### src/rtl/muldiv_ctrl_pkg.sv
// rtl/muldiv_ctrl_pkg.sv - op codes, FSM encodings and helpers for the mul/div sequencer
package muldiv_ctrl_pkg;

    localparam logic [1:0] MD_MULT  = 2'b00;
    localparam logic [1:0] MD_MULTU = 2'b01;
    localparam logic [1:0] MD_DIV   = 2'b10;
    localparam logic [1:0] MD_DIVU  = 2'b11;

    localparam int HILO_WD = 66;

    localparam logic [1:0] ST_IDLE = 2'd0;
    localparam logic [1:0] ST_BUSY = 2'd1;
    localparam logic [1:0] ST_DONE = 2'd2;

    // Magnitude of a 32-bit operand; unsigned ops pass the value through untouched.
    // 0x8000_0000 maps to itself, which is the correct unsigned magnitude.
    function automatic logic [31:0] mag32(input logic [31:0] v, input logic is_signed);
        return (is_signed && v[31]) ? (32'd0 - v) : v;
    endfunction

endpackage

### src/rtl/muldiv_ctrl_div_step.sv
// rtl/muldiv_ctrl_div_step.sv - one combinational restoring-divide step
module div_step (
    input  logic [32:0] rem_in,
    input  logic [31:0] quo_in,
    input  logic [31:0] divisor,
    output logic [32:0] rem_out,
    output logic [31:0] quo_out
);

    logic [32:0] shifted;
    logic [32:0] diff;
    logic        fits;
    logic        unused_rem_msb;

    // The partial remainder is always below the divisor, so its top bit is never set;
    // shift the next dividend bit in and subtract the divisor when it fits.
    always_comb begin
        shifted        = {rem_in[31:0], quo_in[31]};
        diff           = shifted - {1'b0, divisor};
        fits           = (shifted >= {1'b0, divisor});
        rem_out        = fits ? diff : shifted;
        quo_out        = {quo_in[30:0], fits};
        unused_rem_msb = rem_in[32];
    end

endmodule

### src/rtl/muldiv_ctrl.sv
// rtl/muldiv_ctrl.sv - iterative MULT/MULTU/DIV/DIVU sequencer with HI/LO write bus (option: MULDIV_FAST_MUL_EN)
module muldiv_ctrl
    import muldiv_ctrl_pkg::*;
#(
    parameter int ITER_CNT = 32,
    parameter int CNT_W    = 6
) (
    input  logic               clk,
    input  logic               resetn,
    input  logic               start,
    input  logic [1:0]         op,
    input  logic [31:0]        src_a,
    input  logic [31:0]        src_b,
    input  logic               cancel,
    output logic               stallreq,
    output logic               busy,
    output logic [HILO_WD-1:0] hilo_bus
);

    logic [1:0]       state;
    logic [CNT_W-1:0] cnt;
    logic             is_div;
    logic             q_neg;
    logic             r_neg;
    logic [31:0]      mcand;
    logic [31:0]      divisor;
    logic [63:0]      prod;
    logic [32:0]      rem;
    logic [31:0]      quo;

    logic             signed_op;
    logic             div_op;
    logic [31:0]      a_mag;
    logic [31:0]      b_mag;
    logic             accept;
    logic             last_iter;
    logic [32:0]      mul_sum;
    logic [32:0]      rem_nxt;
    logic [31:0]      quo_nxt;
    logic [63:0]      prod_fix;
    logic [31:0]      quo_fix;
    logic [31:0]      rem_fix;
    logic [31:0]      hi_res;
    logic [31:0]      lo_res;
    logic             unused_rem_msb;

    // Operand decode, accept qualification and the inline shift-add multiply step.
    always_comb begin
        signed_op = ~op[0];
        div_op    = op[1];
        a_mag     = mag32(src_a, signed_op);
        b_mag     = mag32(src_b, signed_op);
        accept    = start && !cancel && (state != ST_BUSY);
        last_iter = (cnt == CNT_W'(ITER_CNT - 1));
        mul_sum   = {1'b0, prod[63:32]} + (prod[0] ? {1'b0, mcand} : 33'd0);
    end

    div_step u_div_step (
        .rem_in  (rem),
        .quo_in  (quo),
        .divisor (divisor),
        .rem_out (rem_nxt),
        .quo_out (quo_nxt)
    );

    // Sequencer: cancel wins over everything; start is only taken in IDLE or DONE.
    always_ff @(posedge clk or negedge resetn) begin
        if (!resetn) begin
            state   <= ST_IDLE;
            cnt     <= '0;
            is_div  <= 1'b0;
            q_neg   <= 1'b0;
            r_neg   <= 1'b0;
            mcand   <= '0;
            divisor <= '0;
            prod    <= '0;
            rem     <= '0;
            quo     <= '0;
        end else if (cancel) begin
            state <= ST_IDLE;
            cnt   <= '0;
        end else begin
            case (state)
                ST_BUSY: begin
                    if (is_div) begin
                        rem <= rem_nxt;
                        quo <= quo_nxt;
                    end else begin
                        prod <= {mul_sum, prod[31:1]};
                    end
                    cnt <= cnt + 1'b1;
                    if (last_iter) begin
                        state <= ST_DONE;
                    end
                end
                default: begin
                    if (start) begin
                        is_div  <= div_op;
                        cnt     <= '0;
                        mcand   <= a_mag;
                        divisor <= b_mag;
                        q_neg   <= signed_op & (src_a[31] ^ src_b[31]);
                        r_neg   <= signed_op & src_a[31];
                        rem     <= '0;
                        quo     <= a_mag;
                        prod    <= {32'd0, b_mag};
                        state   <= ST_BUSY;
                        if (div_op && (src_b == 32'd0)) begin
                            // Divide by zero: preload the defined result, skip iterating.
                            rem   <= {1'b0, src_a};
                            quo   <= 32'hFFFF_FFFF;
                            q_neg <= 1'b0;
                            r_neg <= 1'b0;
                            state <= ST_DONE;
                        end
`ifdef MULDIV_FAST_MUL_EN
                        else if (!div_op) begin
                            prod  <= {32'd0, a_mag} * {32'd0, b_mag};
                            state <= ST_DONE;
                        end
`endif
                    end else begin
                        state <= ST_IDLE;
                    end
                end
            endcase
        end
    end

    // Sign correction and the HI/LO write bus, live only during DONE.
    always_comb begin
        prod_fix       = q_neg ? (64'd0 - prod) : prod;
        quo_fix        = q_neg ? (32'd0 - quo) : quo;
        rem_fix        = r_neg ? (32'd0 - rem[31:0]) : rem[31:0];
        hi_res         = is_div ? rem_fix : prod_fix[63:32];
        lo_res         = is_div ? quo_fix : prod_fix[31:0];
        hilo_bus       = (state == ST_DONE) ? {2'b11, hi_res, lo_res} : '0;
        busy           = (state == ST_BUSY);
        stallreq       = accept || busy;
        unused_rem_msb = rem[32];
    end

endmodule

### config.mk
export PLATFORM = sky130hd
export DESIGN_NAME = muldiv_ctrl
export DESIGN_NICKNAME = d
export VERILOG_FILES = /design/src/rtl/muldiv_ctrl_pkg.sv /design/src/rtl/muldiv_ctrl_div_step.sv /design/src/rtl/muldiv_ctrl.sv
export SDC_FILE = /design/constraint.sdc
export NUM_CORES = 1
export LEC_CHECK = 0
export BUFFER_PORTS_ARGS = -buffer_cell sky130_fd_sc_hd__buf_2
export CORE_MARGIN = 4
export CORE_UTILIZATION = 40
export CTS_CLUSTER_SIZE = 24
export DETAILED_ROUTE_END_ITERATION = 16
export SKIP_LAST_GASP = 1
export SLEW_MARGIN = 20
export SYNTH_ARGS = -nofsm -noshare
export SYNTH_HDL_FRONTEND = slang
export SYNTH_SLANG_ARGS = --single-unit
### constraint.sdc
create_clock -name clk -period 4.6 [get_ports clk]
set_input_delay 0.46 -clock clk [delete_from_list [all_inputs] [get_ports clk]]
set_output_delay 0.46 -clock clk [all_outputs]
set_load 0.02 [all_outputs]
==> results of run 1 <==
path summary, 6_finish.rpt:
kind / startpoint / to / slack [ns] / cells after the start
max in group asynchronous: resetn / cnt[0] / 3.49 / 2
min in group clk: start / state[1] / 0.22 / 3
setup reg to reg: prod[0] / prod[62] / 0.79 / 13
setup / recovery: rem[4] / hilo_bus[63] / 0.17 / 9
hold / removal: resetn / prod[41] / -0.04 / 1
hold reg to reg: divisor[5] / divisor[5] / 0.48 / 2
sequential cells by signal, summed over array words and instances (netlist names):
name and cells:
divisor 32, prod 64, q_neg 1, is_div 1, r_neg 1, cnt 6
state 2, rem 32, quo 32, mcand 32
critical path: stages, from the launching register on:
cell,delay [ns]
dfrtp_1,0.45
or3_1,0.46
and4bb_2,0.36
nand2_1,0.08
or4_1,0.54
or4_1,0.59
o31ai_1,0.31
xor2_1,0.13
a211oi_2,0.30
buf_2,0.22
cells by family after synthesis:
| family | count (synthesis) |
|---|---|
| AOI/OAI and AO/OA | 704 |
| xor gates and xnor gates | 225 |
| adders and majority gates | 72 |
| buffers and inverters | 203 |
| DFF | 203 |
| muxes | 27 |
| and+or+nand+nor | 690 |
power breakdown:
group	internal (mW)	total, mW	switching (mW)
Sequential	2.28	3.10	0.817
Clock	1.29	2.14	0.848
Combinational	2.02	5.07	3.05
Total	5.60	10.3	4.71
cell usage after synthesis, types with 16 or more instances:
master / count
o21ai_0: 220
a21oi_1: 177
dfrtp_1: 203
inv_1: 81
nor2_1: 165
xnor2_1: 119
nand2_1: 260
or3_1: 23
ha_1: 70
nor2b_1: 16
a211oi_1: 52
o41ai_1: 23
nand3_1: 25
or4_1: 20
buf_1: 16
mux2_2: 21
and2_1: 39
xor2_1: 106
clkbuf_1: 99
nor3_1: 39
a21o_1: 21
o31ai_1: 59
a31oi_1: 17
o22ai_1: 39
stage by stage:
stage / hold slack [ns] / setup TNS [ns]
6_report: -0.0384 / 0
5_1_grt: 0.0499 / -0.0184
4_1_cts: 0.0355 / 0
3_5_place_dp: 0.466 / 0
3_3_place_gp: 0.459 / 0
2_1_floorplan: 0.164 / 0
cell type report:
| type | count | area (um^2) | area share |
|---|---|---|---|
| clock inverters | 11 | 116 | 0.00617 |
| repair buffers | 166 | 950 | 0.0504 |
| flip-flops and latches | 203 | 5080 | 0.270 |
| well taps | 532 | 666 | 0.0353 |
| diodes | 1 | 2.50 | 0.000133 |
| clock buffers | 37 | 783 | 0.0415 |
| multi-input cells | 1718 | 10900 | 0.581 |
| inverters | 81 | 305 | 0.0162 |
routing by layer:
metal | part of all wire | vias to the layer above | track usage
li1 | - | 7801 | -
met1 | 0.43 | 7871 | 0.366
met2 | 0.44 | 635 | 0.405
met3 | 0.068 | 138 | 0.0276
met4 | 0.058 | 2 | 0.133
met5 | 0.00021 | - | 0
repair_timing:
action,in CTS,in global routing
resized for setup,0,3
endpoints found under the hold margin,0,0
endpoints found under the setup margin,0,4
==> flow_metrics.py, run 1 <==
metrics = {
    "placed_design": {
        "pre_cts_ws_ns": 0.694,
        "hpwl_mm": 47.1,
        "dpl-instance-area_um2": 17900,
        "io_buffers": 137,
        "place_congestion": 0.971,
        "dp.cells": 2700,
    },
    "floorplan": {
        "io_pins": 138,
        "die_h_um": 213,
        "die_w_um": 213,
        "coreArea_um2": 41100,
        "initial_utilization": 0.408,
        "die_area_um2": 45200,
        "rows": 74,
    },
    "logic_synthesis": {
        "synth-simple-area-share": 0.199,
        "synth_flop_cell": "dfrtp_1",
        "synth_top_family_by_area": "compound AO/OA/AOI/OAI gates",
        "synth.avg_cell_area_um2": 7.89,
        "yosys-top-cells-area": "dfrtp_1 (30%), o21ai_0 (6.6%), xnor2_1 (6.2%)",
        "yosys_warnings": 0,
        "yosysTopAreaCellShare": 0.303,
        "synthMuxAreaShare": 0.0184,
        "synthesis.area_um2": 16800,
        "ys_seq_elements": 203,
        "syn-instance-count": 2124,
        "synthXorXnorAreaFrac": 0.118,
        "synth-seq-area-share": 0.303,
        "syn_nets": 2266,
        "synth_compound_area_frac": 0.260,
        "synth_cell_type_count": 85,
        "synth_fa_ha_area_frac": 0.0547,
        "yosysTopAreaCell": "dfrtp_1",
        "synth-edff-count": 0,
        "synthArstFlopShare": 1.00,
    },
    "clock_tree": {
        "cts_tree": "yes",
        "clkSinkCount": 203,
        "cts.reportedPaths.clkPinSlew_ns": 0.06,
        "hold_buffers": 0,
        "h-tree-depth": 1,
        "cts_buffers": 26,
        "clock_path_buffers": 3,
        "clkLatencyLatePin_ns": 0.55,
        "cts_root_buf": "clkbuf_16",
        "postCtsSetupRepairBufs": 0,
    },
    "timing": {
        "max_slew_margin": 0.291,
        "finalMaxSlewViolations": 0,
        "tightest_slew_ns": 1.06,
        "hold_slack_ns": -0.0384,
        "rsz0062_at_grt": "yes",
        "finClkSkew_ns": 0.0100,
        "final-setup-viol-count": 0,
        "max_freq_mhz": 226,
        "fin_ws_ns": 0.167,
        "post-route-period-util": 0.964,
        "hold_violations": 7,
        "period_minus_slack_ns": 4.43,
    },
    "grt": {
        "grt_pass1_wl_mm": 92.4,
        "antenna_found_initial": 1,
        "grt_max_degree": 117,
        "grt.total_usage": 0.262,
        "grt_overflow": 0,
        "grt_pass1_vias": 15400,
    },
    "finish": {
        "final_cell_area_um2": 18900,
        "num-fill-cells": 4159,
        "areaGrowthSynthToFinish_pct": 12.5,
        "post-route-util": 0.459,
        "final_common_cell": "nand2_1",
        "most-common-layout-cells": "nand2_1 (258), o21ai_0 (220), dfrtp_1 (201), a21oi_1 (176), nor2_1 (165)",
        "nets": 2338,
        "fin_cells": 2749,
        "layout-drive-gt1-share": 0.125,
    },
    "worst_hold_path": {
        "worstHoldPathType": "primary input to asynchronous set/reset pin",
    },
    "critical_path": {
        "crit_fanout": 6,
        "start_kind": "register",
        "worst_setup_path_end_kind": "primary output",
        "worstPathArrival_ns": 3.97,
        "criticalPathCategory": "register to primary output",
        "required_ns": 4.14,
    },
    "power_and_ir_drop": {
        "powerDensity_nw_per_um2": 547,
        "power.leakage_nw": 8.10,
        "p_total_mw": 10.3,
        "max-vdd-ir-drop_mv": 0.234,
    },
    "routing": {
        "post_drt_wl_per_cell_um": 22.1,
        "drtAntennaViolNets": 0,
        "drt_iter0_markers": 1793,
        "num_vias": 16400,
        "dr.pass1.iters": 7,
        "viasPerCell": 5.98,
        "wl_mm": 60.8,
        "post-route-drc-count": 0,
    },
    "run": {
        "drv_cap": 0,
    },
    "outcome": {
        "status": "finished, violations left",
        "violations": "negative hold slack",
    },
}
Note: power is estimated with default switching activity, not from simulation.
==> inputs of run 2 (changes only) <==
CORE_ASPECT_RATIO = 0.8   (was default)
==> flow_metrics.py, run 2 (synthesized netlist as in run 1, its figures left out) <==
metrics = {
    "placed_design": {
        "place_congestion": 0.952,
        "dp.cells": 2708,
        "hpwl_mm": 47.2,
        "io_buffers": 137,
    },
    "finish": {
        "largest_reg_flops": 64,
        "seq_area_um2": 5080,
        "multiInputGateArea_um2": 11000,
        "fin_cells": 2757,
        "top_register": "prod",
        "most-common-layout-cells": "nand2_1 (258), o21ai_0 (220), dfrtp_1 (201), a21oi_1 (176), nor2_1 (165)",
        "layout-drive-gt1-share": 0.125,
        "num-fill-cells": 4138,
        "areaGrowthSynthToFinish_pct": 12.5,
        "final_common_cell": "nand2_1",
        "nets": 2335,
    },
    "critical_path": {
        "start_kind": "register",
        "worst_setup_path_end_kind": "primary output",
        "crit_fanout": 4,
        "r2r_slack_ns": 0.79,
        "required_ns": 4.14,
        "criticalPathCategory": "register to primary output",
        "worstPathArrival_ns": 4.03,
    },
    "routing": {
        "drtAntennaViolNets": 0,
        "post_drt_wl_per_cell_um": 22.0,
        "dr.pass1.iters": 7,
        "post-route-drc-count": 0,
        "drt_iter0_markers": 1611,
        "num_vias": 16500,
        "wl_mm": 60.8,
        "viasPerCell": 5.98,
    },
    "power_and_ir_drop": {
        "p_total_mw": 10.3,
        "power.net_switching_mw": 4.66,
        "p_clk_frac": 0.215,
        "max-vdd-ir-drop_mv": 0.292,
        "swShare": 0.452,
        "pwr-share-comb": 0.487,
        "power.leakage_nw": 8.09,
        "internal-power_mw": 5.65,
        "powerDensity_nw_per_um2": 547,
        "pwr-share-seq": 0.298,
    },
    "floorplan": {
        "die_w_um": 237,
        "io_pins": 138,
        "die_h_um": 191,
        "die_area_um2": 45200,
        "coreArea_um2": 41000,
        "rows": 66,
        "initial_utilization": 0.408,
    },
    "clock_tree": {
        "cts_root_buf": "clkbuf_16",
        "cts_tree": "yes",
        "h-tree-depth": 1,
        "cts.reportedPaths.clkPinSlew_ns": 0.06,
        "cts_buffers": 25,
        "clkLatencyLatePin_ns": 0.55,
        "clock_path_buffers": 3,
        "clkSinkCount": 203,
    },
    "timing": {
        "tightest_slew_ns": 0.998,
        "period_minus_slack_ns": 4.49,
        "fin_setup_tns_ns": 0,
        "rsz0062_at_grt": "no",
        "post-route-period-util": 0.977,
        "final-setup-viol-count": 0,
        "finalMaxSlewViolations": 0,
        "hold_violations": 0,
        "finClkSkew_ns": 0.0140,
        "max_slew_margin": 0.333,
        "max_freq_mhz": 223,
    },
    "grt": {
        "grt_max_degree": 94,
        "grt_pass1_vias": 15200,
        "grt_overflow": 0,
        "grt_pass1_wl_mm": 91.8,
        "grt.total_usage": 0.259,
        "antenna_found_initial": 4,
    },
    "worst_hold_path": {
        "worstHoldPathType": "primary input to register",
    },
    "outcome": {
        "status": "finished, final reports clean",
    },
    "run": {
        "drv_cap": 0,
    },
}
==> run 2: area by class of cell <==
cell class              count  share of cell area
diodes                      1            0.000133
clock buffers              34              0.0376
clock inverters            12              0.0108
inverters                  81              0.0162
multi-input cells        1718               0.581
flip-flops and latches    203               0.270
well taps                 544              0.0361
repair buffers            164              0.0484
==> run 2: stage by stage <==
| stage | hold slack (ns) | area, um^2 | util | setup WS, ns |
|---|---|---|---|---|
| after floorplan | 0.164 | 16800 | - | 0.872 |
| after global placement | 0.458 | 17900 | 0.436 | 0.572 |
| after detailed placement | 0.462 | 17900 | 0.436 | 0.588 |
| after CTS | 0.188 | 18800 | 0.458 | 0.00404 |
| after global routing | 0.198 | 18900 | 0.459 | 0.0232 |
| final | 0.212 | 18900 | 0.459 | 0.107 |
==> run 2: path summary, 6_finish.rpt <==
| kind | cells past startpoint | endpoint | start |
|---|---|---|---|
| worst max-delay path | 10 | hilo_bus[44] | prod[31] |
| worst min-delay path | 3 | state[1] | start |
| worst max register to register | 12 | prod[62] | prod[0] |
| worst min register to register | 2 | mcand[4] | mcand[4] |
| max in group asynchronous | 3 | prod[2] | resetn |
| min in group asynchronous | 2 | rem[31] | resetn |
==> run 2: power by group through the flow <==
stage	logic [mW]	registers, mW	clock network, mW
after floorplan	3.76	2.75	0
after global placement	4.88	3.04	0
after detailed placement	4.90	3.07	0
after CTS	4.94	3.04	2.25
after global routing	5.56	3.15	2.33
final	5.02	3.07	2.21
==> run 2: repair_timing <==
| item | in CTS | in global routing |
|---|---|---|
| hold buffers | 1 | 0 |
| endpoints found under the setup margin | 0 | 6 |
| gates resized for setup | 0 | 6 |
| buffers inserted | 0 | 1 |
| endpoints found under the hold margin | 66 | 0 |
==> run 2: layer usage <==
| metal | vias to the layer above | global-route usage | wire length, um |
|---|---|---|---|
| li1 | 7787 | - | - |
| met1 | 7895 | 0.393 | 28700 |
| met2 | 721 | 0.380 | 25100 |
| met3 | 88 | 0.0440 | 5350 |
| met4 | 0 | 0.0640 | 1580 |
| met5 | - | 0 | 0 |
==> run 2: worst max-delay path, stage by stage, from the launching register on <==
cell	delay (ns)
dfrtp_1	0.42
or4_1	0.62
nor3_1	0.50
nand2_1	0.20
or2_1	0.30
or4_1	0.44
o31ai_2	0.22
xnor2_1	0.15
nor2_1	0.07
a211oi_2	0.34
buf_2	0.23
